--- config.mk ---
export PLATFORM = sky130hd
export DESIGN_NAME = ad5543_sched
export DESIGN_NICKNAME = d
export VERILOG_FILES = /design/src/rtl/ad5543_sched.sv
export SDC_FILE = /design/constraint.sdc
export NUM_CORES = 1
export LEC_CHECK = 0
export CAP_MARGIN = 20
export CORE_MARGIN = 2
export CORE_UTILIZATION = 40
export DETAILED_ROUTE_END_ITERATION = 12
export PLACE_DENSITY = 0.76
export SKIP_CTS_REPAIR_TIMING = 1
export SYNTH_ARGS = -nofsm -noshare
export SYNTH_HDL_FRONTEND = slang
export SYNTH_SLANG_ARGS = --single-unit
export TNS_END_PERCENT = 5
--- constraint.sdc ---
create_clock -name s_axis_aclk -period 7.18 [get_ports s_axis_aclk]
set_input_delay 1.795 -clock s_axis_aclk [delete_from_list [all_inputs] [get_ports s_axis_aclk]]
set_output_delay 1.795 -clock s_axis_aclk [all_outputs]
set_load 0.02 [all_outputs]
--- src/rtl/ad5543_sched.sv ---
// ad5543_sched: sample-rate scheduler and 2-way round-robin arbiter feeding the
//    AD5543 DAC driver. A period timer paces updates. Each tick grants one of two
//    AXI-stream sources, takes one sample and presents it on a single AXI-stream master.
// Latency: tick at cycle t -> ARB at t+1 -> m_axis_tvalid at t+2.
// Backpressure: m_axis_tvalid/tdata hold until m_axis_tready. Ticks that arrive while
//    busy are dropped and flagged on overrun. Sources see tready only in the ARB cycle.
// Ports:
//    s_axis_aclk / s_axis_areset      clock, synchronous active-high reset
//    en, period                       scheduler enable, sample period in clocks (0,1 = every clock)
//    s0_axis_*, s1_axis_*             two sample sources (slave side)
//    m_axis_*                         sample stream to the DAC driver (master side)
//    grant_id, underrun, overrun      last granted source, one-cycle status pulses
// Build option: define AD5543_SCHED_REPEAT_EN so that an underrun re-presents the last
//    sample (0 before the first accepted one) instead of skipping the update.

module ad5543_sched #(
   parameter int DW = 16,
   parameter int PW = 16
) (
   input  logic          s_axis_aclk,
   input  logic          s_axis_areset,
   input  logic          en,
   input  logic [PW-1:0] period,
   input  logic          s0_axis_tvalid,
   output logic          s0_axis_tready,
   input  logic [DW-1:0] s0_axis_tdata,
   input  logic          s1_axis_tvalid,
   output logic          s1_axis_tready,
   input  logic [DW-1:0] s1_axis_tdata,
   output logic          m_axis_tvalid,
   input  logic          m_axis_tready,
   output logic [DW-1:0] m_axis_tdata,
   output logic          grant_id,
   output logic          underrun,
   output logic          overrun
);

   localparam logic [1:0] IDLE = 2'd0;
   localparam logic [1:0] ARB  = 2'd1;
   localparam logic [1:0] SEND = 2'd2;

   logic [1:0]    state;
   logic [PW-1:0] cnt;
   logic [PW-1:0] last_cnt;
   logic          tick;
   logic          prio;      // source that wins when both are valid
   logic          any_vld;
   logic          win;
   logic [DW-1:0] win_dat;

   // period 0 and 1 both collapse to "every clock"; period is re-read on every compare
   assign last_cnt = (period == '0) ? '0 : period - PW'(1);
   assign tick     = en && (cnt == last_cnt);

   always_comb begin
      any_vld = s0_axis_tvalid || s1_axis_tvalid;
      if (s0_axis_tvalid && s1_axis_tvalid)
         win = prio;
      else
         win = s1_axis_tvalid;
      win_dat = win ? s1_axis_tdata : s0_axis_tdata;
   end

   // Ready is offered to the winner only during ARB, so a handshake always happens
   // in ARB whenever some source is valid.
   assign s0_axis_tready = (state == ARB) && any_vld && !win;
   assign s1_axis_tready = (state == ARB) && any_vld && win;
   assign m_axis_tvalid  = (state == SEND);

   always_ff @(posedge s_axis_aclk) begin
      if (s_axis_areset) begin
         cnt          <= '0;
         state        <= IDLE;
         m_axis_tdata <= '0;
         grant_id     <= 1'b0;
         underrun     <= 1'b0;
         overrun      <= 1'b0;
         prio         <= 1'b0;
      end else begin
         underrun <= 1'b0;
         // the tick is lost when the FSM is busy; the timer itself keeps running
         overrun  <= tick && (state != IDLE);

         if (!en || tick)
            cnt <= '0;
         else
            cnt <= cnt + PW'(1);

         case (state)
            IDLE: begin
               if (tick)
                  state <= ARB;
            end
            ARB: begin
               if (any_vld) begin
                  m_axis_tdata <= win_dat;
                  grant_id     <= win;
                  prio         <= !win;
                  state        <= SEND;
               end else begin
                  underrun <= 1'b1;
`ifdef AD5543_SCHED_REPEAT_EN
                  state    <= SEND;
`else
                  state    <= IDLE;
`endif
               end
            end
            SEND: begin
               // completes even if en has dropped: tvalid is never withdrawn early
               if (m_axis_tready)
                  state <= IDLE;
            end
            default: state <= IDLE;
         endcase
      end
   end

endmodule

==> impl_metrics.toml, run 1 <==
[run_status]
outcome = "finished clean"

[logic_synthesis]
mappedNetlistNets = 326
post_synth_mux_area_share = 0.0176
netlist.top_cell.by_area = "dfxtp_1"
synth-seq-area-share = 0.335
synthesized_area_fraction_occupied_by_ao_oa_aoi_and_oai_cells = 0.169
ys_dominant_reg_cell = "dfxtp_1"
synthesized_area_fraction_occupied_by_adder_cells = 0.0110
mappedNetlistArea_um2 = 2270
netlist_top_cells_count = "dfxtp_1 (38), nor2_1 (31), nor3_1 (23), a222oi_1 (16), xnor2_1 (16)"
synth_xor_area_frac = 0.0963
ys_top_cells_by_area = "dfxtp_1 (33%), a222oi_1 (7.0%), xnor2_1 (6.2%)"
syn_avg_cell_area_um2 = 8.42
number_of_flops_mapped_to_enable_cells_by_yosys = 0
ys_ff_latch = 38
post-synth-top-count-cell = "dfxtp_1"
synthesis.instances = 270
ys_types = 49
area_share_of_the_largest_cell_type_after_synthesis = 0.335
synthSimpleGateAreaFrac = 0.320
combinational_family_with_the_most_area_after_synthesis = "simple AND/OR/NAND/NOR gates"
synth-warning-count = 0
ys_async_sr_fraction = 0

[worst_setup_path]
endpoint_kind = "primary output"
critPathMaxFanout = 3
cpMaxStageDelayCell = "clkdlybuf4s50_1"
timing.critical_path.arrival_ps = 3390
crit_top_cell = "clkdlybuf4s50_1"
timing.setup.critical_path_class = "in -> out"
critical-path-max-stage-delay_ps = 620
critPathLaunchType = "input port"
path_cells = "clkdlybuf4s50_1, inv_1, o21ai_0, nor2b_1, clkdlybuf4s50_1"
worst-endpoint-required_ps = 5390

[clock_network]
cts.clk_slew.worst_paths_ps = 70
clk_sink_count = 38
root_buffer = "clkbuf_8"
cts_tree = "built"
ctsHtreeMaxLevel = 2
cts.path.max_buffers = 2
worstSkewPairLatency_ps = 290
cts-buffers-inserted = 5

[flow_run]
max-cap-violations = 0

[drt]
vias = 2374
drt-pass1-iter-count = 6
first_iter_violations = 154
detail_route.wirelength_um = 6310
antenna_left = 0
routed_wire_length_per_instance_um = 15.4
detail_route.vias_per_cell = 5.78
remaining_drc_errors = 0

[pwr]
worst_voltage_drop_across_the_vdd_grid_mv = 0.108
power.switching_fraction = 0.233
clock_power_share = 0.350
internal_power_mw = 0.325
power_density_nw_per_um2 = 135
pwr-share-comb = 0.150
switchingPower_mw = 0.0989
sequentialPowerShare = 0.500
power.static_leakage_nw = 1.10

[grt]
first_global_vias = 2249
grt_max_degree = 23
track_usage = 0.208
globalRouteOverflowTotal = 0
grt_antenna_before_repair = 0
grt_pass1_wl_um = 10400

[final_layout]
num-fill-cells = 505
drive_gt1_frac = 0.0560
antenna_cells_inserted = 0
nets = 394
final_util = 0.569
area_delta_synth_final_pct = 37.9

[floorplan]
core_area_um2 = 5510
placement_rows = 27
floorplan.initialDensity = 0.413
ios = 76
die_area_um2 = 6300
die_h_um = 79.4
chipWidth_um = 79.4

[placement]
io_buffers = 75
hpwlAfterDp_um = 4690
gp_congestion = 0.816

[timing]
fin_setup_tns_ps = 0
max_freq_ghz = 0.193
rsz0062_at_grt = "no"
finalHoldViolCount = 0
setup_viol_count_final = 0
worst_slew_margin_rel = 0.502
post_route_skew_ps = 5.66
period_share = 0.721
fin_crit_ps = 5180
timing_max_transition_violations_final = 0
worstMarginPinSlew_ps = 745

[worst_hold_path]
min-delay-path-class = "reg -> reg"
==> per-layer routing <==
metal | track usage | routed length [um] | vias up
met5 | 0 | 0 | -
met4 | 0.0586 | 67 | 0
met3 | 0.0724 | 574 | 7
met2 | 0.344 | 2990 | 85
met1 | 0.258 | 2680 | 1131
li1 | - | - | 1151
==> layout by cell type (no fill, tap or decap), drive strengths merged, types with 2 or more instances in the layout <==
cell type	n
o21ai	8
ha	2
xnor2	16
nor3b	2
dfxtp	38
mux2i	4
clkdlybuf4s50	75
nor4	11
a222oi	16
o211ai	3
nand3	14
and3	4
nor3	24
a21oi	11
nand2	12
and4b	2
nand4	4
nand2b	6
inv	6
nor2	31
nor4b	2
or3	2
clkbuf	7
nor2b	6
or4	4
buf	3
xor2	9
==> power by group through the flow <==
| stage | logic [mW] | registers, mW | clock network (mW) |
|---|---|---|---|
| after floorplan | 0.0248 | 0.217 | 0 |
| after global routing | 0.0690 | 0.212 | 0.164 |
| after detailed placement | 0.0627 | 0.217 | 0 |
| final | 0.0634 | 0.212 | 0.149 |
| after CTS | 0.0633 | 0.212 | 0.153 |
| after global placement | 0.0618 | 0.217 | 0 |
==> layout make-up <==
cell class	count	area, um2	area share
Inverter	6	22.5	0.00719
Clock buffer	7	86.3	0.0275
Multi-Input combinational cell	209	1400	0.446
Timing Repair Buffer	78	773	0.247
Tap cell	72	90.1	0.0287
Clock inverter	1	5.00	0.00160
Sequential cell	38	761	0.243
==> cells by family (layout without fill, tap and decap cells) <==
family,after synthesis,in the layout
flops,38,38
mux,4,4
buf+inv,23,92
xor+xnor,25,25
compound gates,50,50
simple gates,128,128
fa+ha+maj,2,2
==> through the flow <==
step           setup slack, ps  area (um2)  cells  power [mW]  hold WS (ps)
2_1_floorplan             2620        2270    270       0.241           451
3_3_place_gp              2010        3040    403       0.279           472
3_5_place_dp              1950        3040    403       0.280           482
4_1_cts                   1990        3130    411       0.428           505
5_1_grt                   1880        3130    411       0.445           528
6_report                  2000        3130    411       0.424           506
==> sequential cells by signal (all words and copies together) (netlist names) <==
signal,flops
cnt,16
grant_id,1
m_axis_tdata,16
overrun,1
prio,1
state,2
underrun,1
==> worst max-delay path, delay by kind of cell <==
kind	cells	cell delay, ps
buffers and inverters	3	1160
and+or+nand+nor	1	200
AOI/OAI and AO/OA	1	220
==> worst paths after layout <==
check / startpoint / endpoint / slack, ps / cells past startpoint
setup / recovery: s0_axis_tvalid / s0_axis_tready / 2000 / 5
hold / removal: grant_id / grant_id / 510 / 2
setup reg to reg: cnt[4] / state[0] / 4790 / 7
hold reg to reg: grant_id / grant_id / 510 / 2
Power figures use the tool's default switching activity.
==> run 2: changes to the inputs <==
--- a/config.mk
+++ b/config.mk
@@ -9,7 +9,7 @@
 export CORE_MARGIN = 2
 export CORE_UTILIZATION = 40
 export DETAILED_ROUTE_END_ITERATION = 12
-export PLACE_DENSITY = 0.76
+export PLACE_DENSITY = 0.79
 export SKIP_CTS_REPAIR_TIMING = 1
 export SYNTH_ARGS = -nofsm -noshare
 export SYNTH_HDL_FRONTEND = slang
==> constraint.sdc (replaced) <==
create_clock -name s_axis_aclk -period 4.2 [get_ports s_axis_aclk]
set_input_delay 1.05 -clock s_axis_aclk [delete_from_list [all_inputs] [get_ports s_axis_aclk]]
set_output_delay 1.05 -clock s_axis_aclk [all_outputs]
set_load 0.02 [all_outputs]
==> run 2 against run 1 <==
Net effect: clock-buffer cell count shrank 2; via count is 0.38% higher; flip-flop and latch count is the same; sequential power up 71%; critical path depth grew 4; setup slack lost 1600 ps; global-route usage is 0.78 points lower; sequential share of layout area is 0.59 points lower; non-clock buffer count increased by 8.
==> impl_metrics.toml, run 2 (synthesis gave the netlist of run 1 again) <==
[run_status]
outcome = "finished clean"

[worst_setup_path]
r2r.worst_path.cells = 8
cp_top_family = "simple AND/OR/NAND/NOR gates"
timing.critical_path.arrival_ps = 4050
crit_top_cell = "nor4_1"
path_cells = "clkdlybuf4s50_1, nor4_1, nand4b_1, o41ai_1, a21oi_1, nor4_1, and4b_1, buf_4, nor4b_4"
critical-path-max-stage-delay_ps = 620
critPathMaxFanout = 18
worst-endpoint-required_ps = 4410
cpMaxStageDelayCell = "nor4_1"
rr_endpoint = "state[0]"
cp_num_buf_inv = 2
critPathLaunchType = "input port"
regToRegSetupSlack_ps = 2160
timing.setup.critical_path_class = "in -> reg"
endpoint_kind = "flip-flop"
worstReg2RegStart = "cnt[6]"

[timing]
timing_max_transition_violations_final = 0
setup_viol_count_final = 0
fin_setup_tns_ps = 0
max_freq_ghz = 0.260
finalHoldViolCount = 0
worstMarginPinSlew_ps = 634
period_share = 0.915
post_route_skew_ps = 2.78
worst_slew_margin_rel = 0.573
fin_crit_ps = 3840
rsz0062_at_grt = "no"

[grt]
grt_antenna_before_repair = 0
track_usage = 0.201
first_global_vias = 2218
grt_max_degree = 23
grt_pass1_wl_um = 10100
globalRouteOverflowTotal = 0

[final_layout]
seq_area_um2 = 761
num-fill-cells = 490
multi_input_comb_area_um2 = 1400
area_delta_synth_final_pct = 41.3
drive_gt1_frac = 0.0807
registers_with_the_highest_flip_flop_counts = "cnt x16, m_axis_tdata x16, state x2"
instances_no_fill = 419
antenna_cells_inserted = 0
mostFrequentLayoutCell = "clkdlybuf4s50_1"
nets = 402
most_used_cells_in_the_layout_excluding_fill_and_tap_cells = "clkdlybuf4s50_1 (75), dfxtp_1 (38), nor2_1 (31)"

[floorplan]
die_area_um2 = 6300
ios = 76
floorplan.initialDensity = 0.413
core_area_um2 = 5510
placement_rows = 27
chipWidth_um = 79.4
die_h_um = 79.4

[drt]
first_iter_violations = 157
vias = 2383
drt-pass1-iter-count = 7
remaining_drc_errors = 0
antenna_left = 0
routed_wire_length_per_instance_um = 14.4
detail_route.vias_per_cell = 5.69
detail_route.wirelength_um = 6050

[clock_network]
ctsHtreeMaxLevel = 2
worstSkewPairLatency_ps = 290
cts.clk_slew.worst_paths_ps = 70
cts.path.max_buffers = 2
clk_sink_count = 38
root_buffer = "clkbuf_8"
cts-buffers-inserted = 5
cts_tree = "built"

[pwr]
worst_voltage_drop_across_the_vdd_grid_mv = 0.211
power_density_nw_per_um2 = 241
power.static_leakage_nw = 1.15

[worst_hold_path]
min_from = "prio"
min-delay-path-class = "reg -> reg"
worstHoldPathCells = 2
hold_end = "prio"

[placement]
hpwlAfterDp_um = 4550
io_buffers = 75
gp_congestion = 0.941
placedCellCount = 411

[flow_run]
max-cap-violations = 0
run 2: layer usage:
metal  vias to the layer above  global-route usage  wire length [um]
li1                       1168                   -                 -
met1                      1108               0.239              2570
met2                        92               0.329              2780
met3                        15              0.0792               587
met4                         0              0.0690               114
met5                         -                   0                 0
run 2: worst max-delay path by stage:
stage                    from  endpoint  slack, ps  cells past startpoint
detailed placement  period[6]  state[0]        100                      9
floorplan           period[2]   cnt[10]        930                     12
global placement    period[6]  state[0]        200                      9
global route        period[6]  state[0]        300                      9
CTS                 period[6]  state[0]        390                      9
finish              period[6]  state[0]        360                      9
run 2: metrics by stage:
stage               setup WS [ps]  power [mW]  hold WS (ps)   util  area [um2]
finish                        359       0.776           501  0.583        3210
global placement              195       0.480           469  0.564        3100
CTS                           394       0.782           510  0.583        3210
global route                  299       0.812           533  0.583        3210
detailed placement           99.8       0.482           493  0.564        3100
floorplan                     933       0.413           451      -        2270
run 2: worst min-delay path: stages, from the launching register on:
cell and delay (ps):
dfxtp_1 330, a21oi_1 60, nor2_1 70
run 2: layout make-up:
class	instances	share of cell area
repair buffers	86	0.259
multi-input cells	209	0.435
well taps	72	0.0280
clock inverters	3	0.0125
clock buffers	5	0.0214
flip-flops and latches	38	0.237
inverters	6	0.00701
run 2: report_power, final:
part | leakage (nW) | internal [mW] | switching (mW) | total, mW
sequential | 0.306 | 0.361 | 0.00153 | 0.362
combinational | 0.789 | 0.0654 | 0.0469 | 0.112
clock | 0.0579 | 0.175 | 0.126 | 0.301
total | 1.15 | 0.601 | 0.175 | 0.776
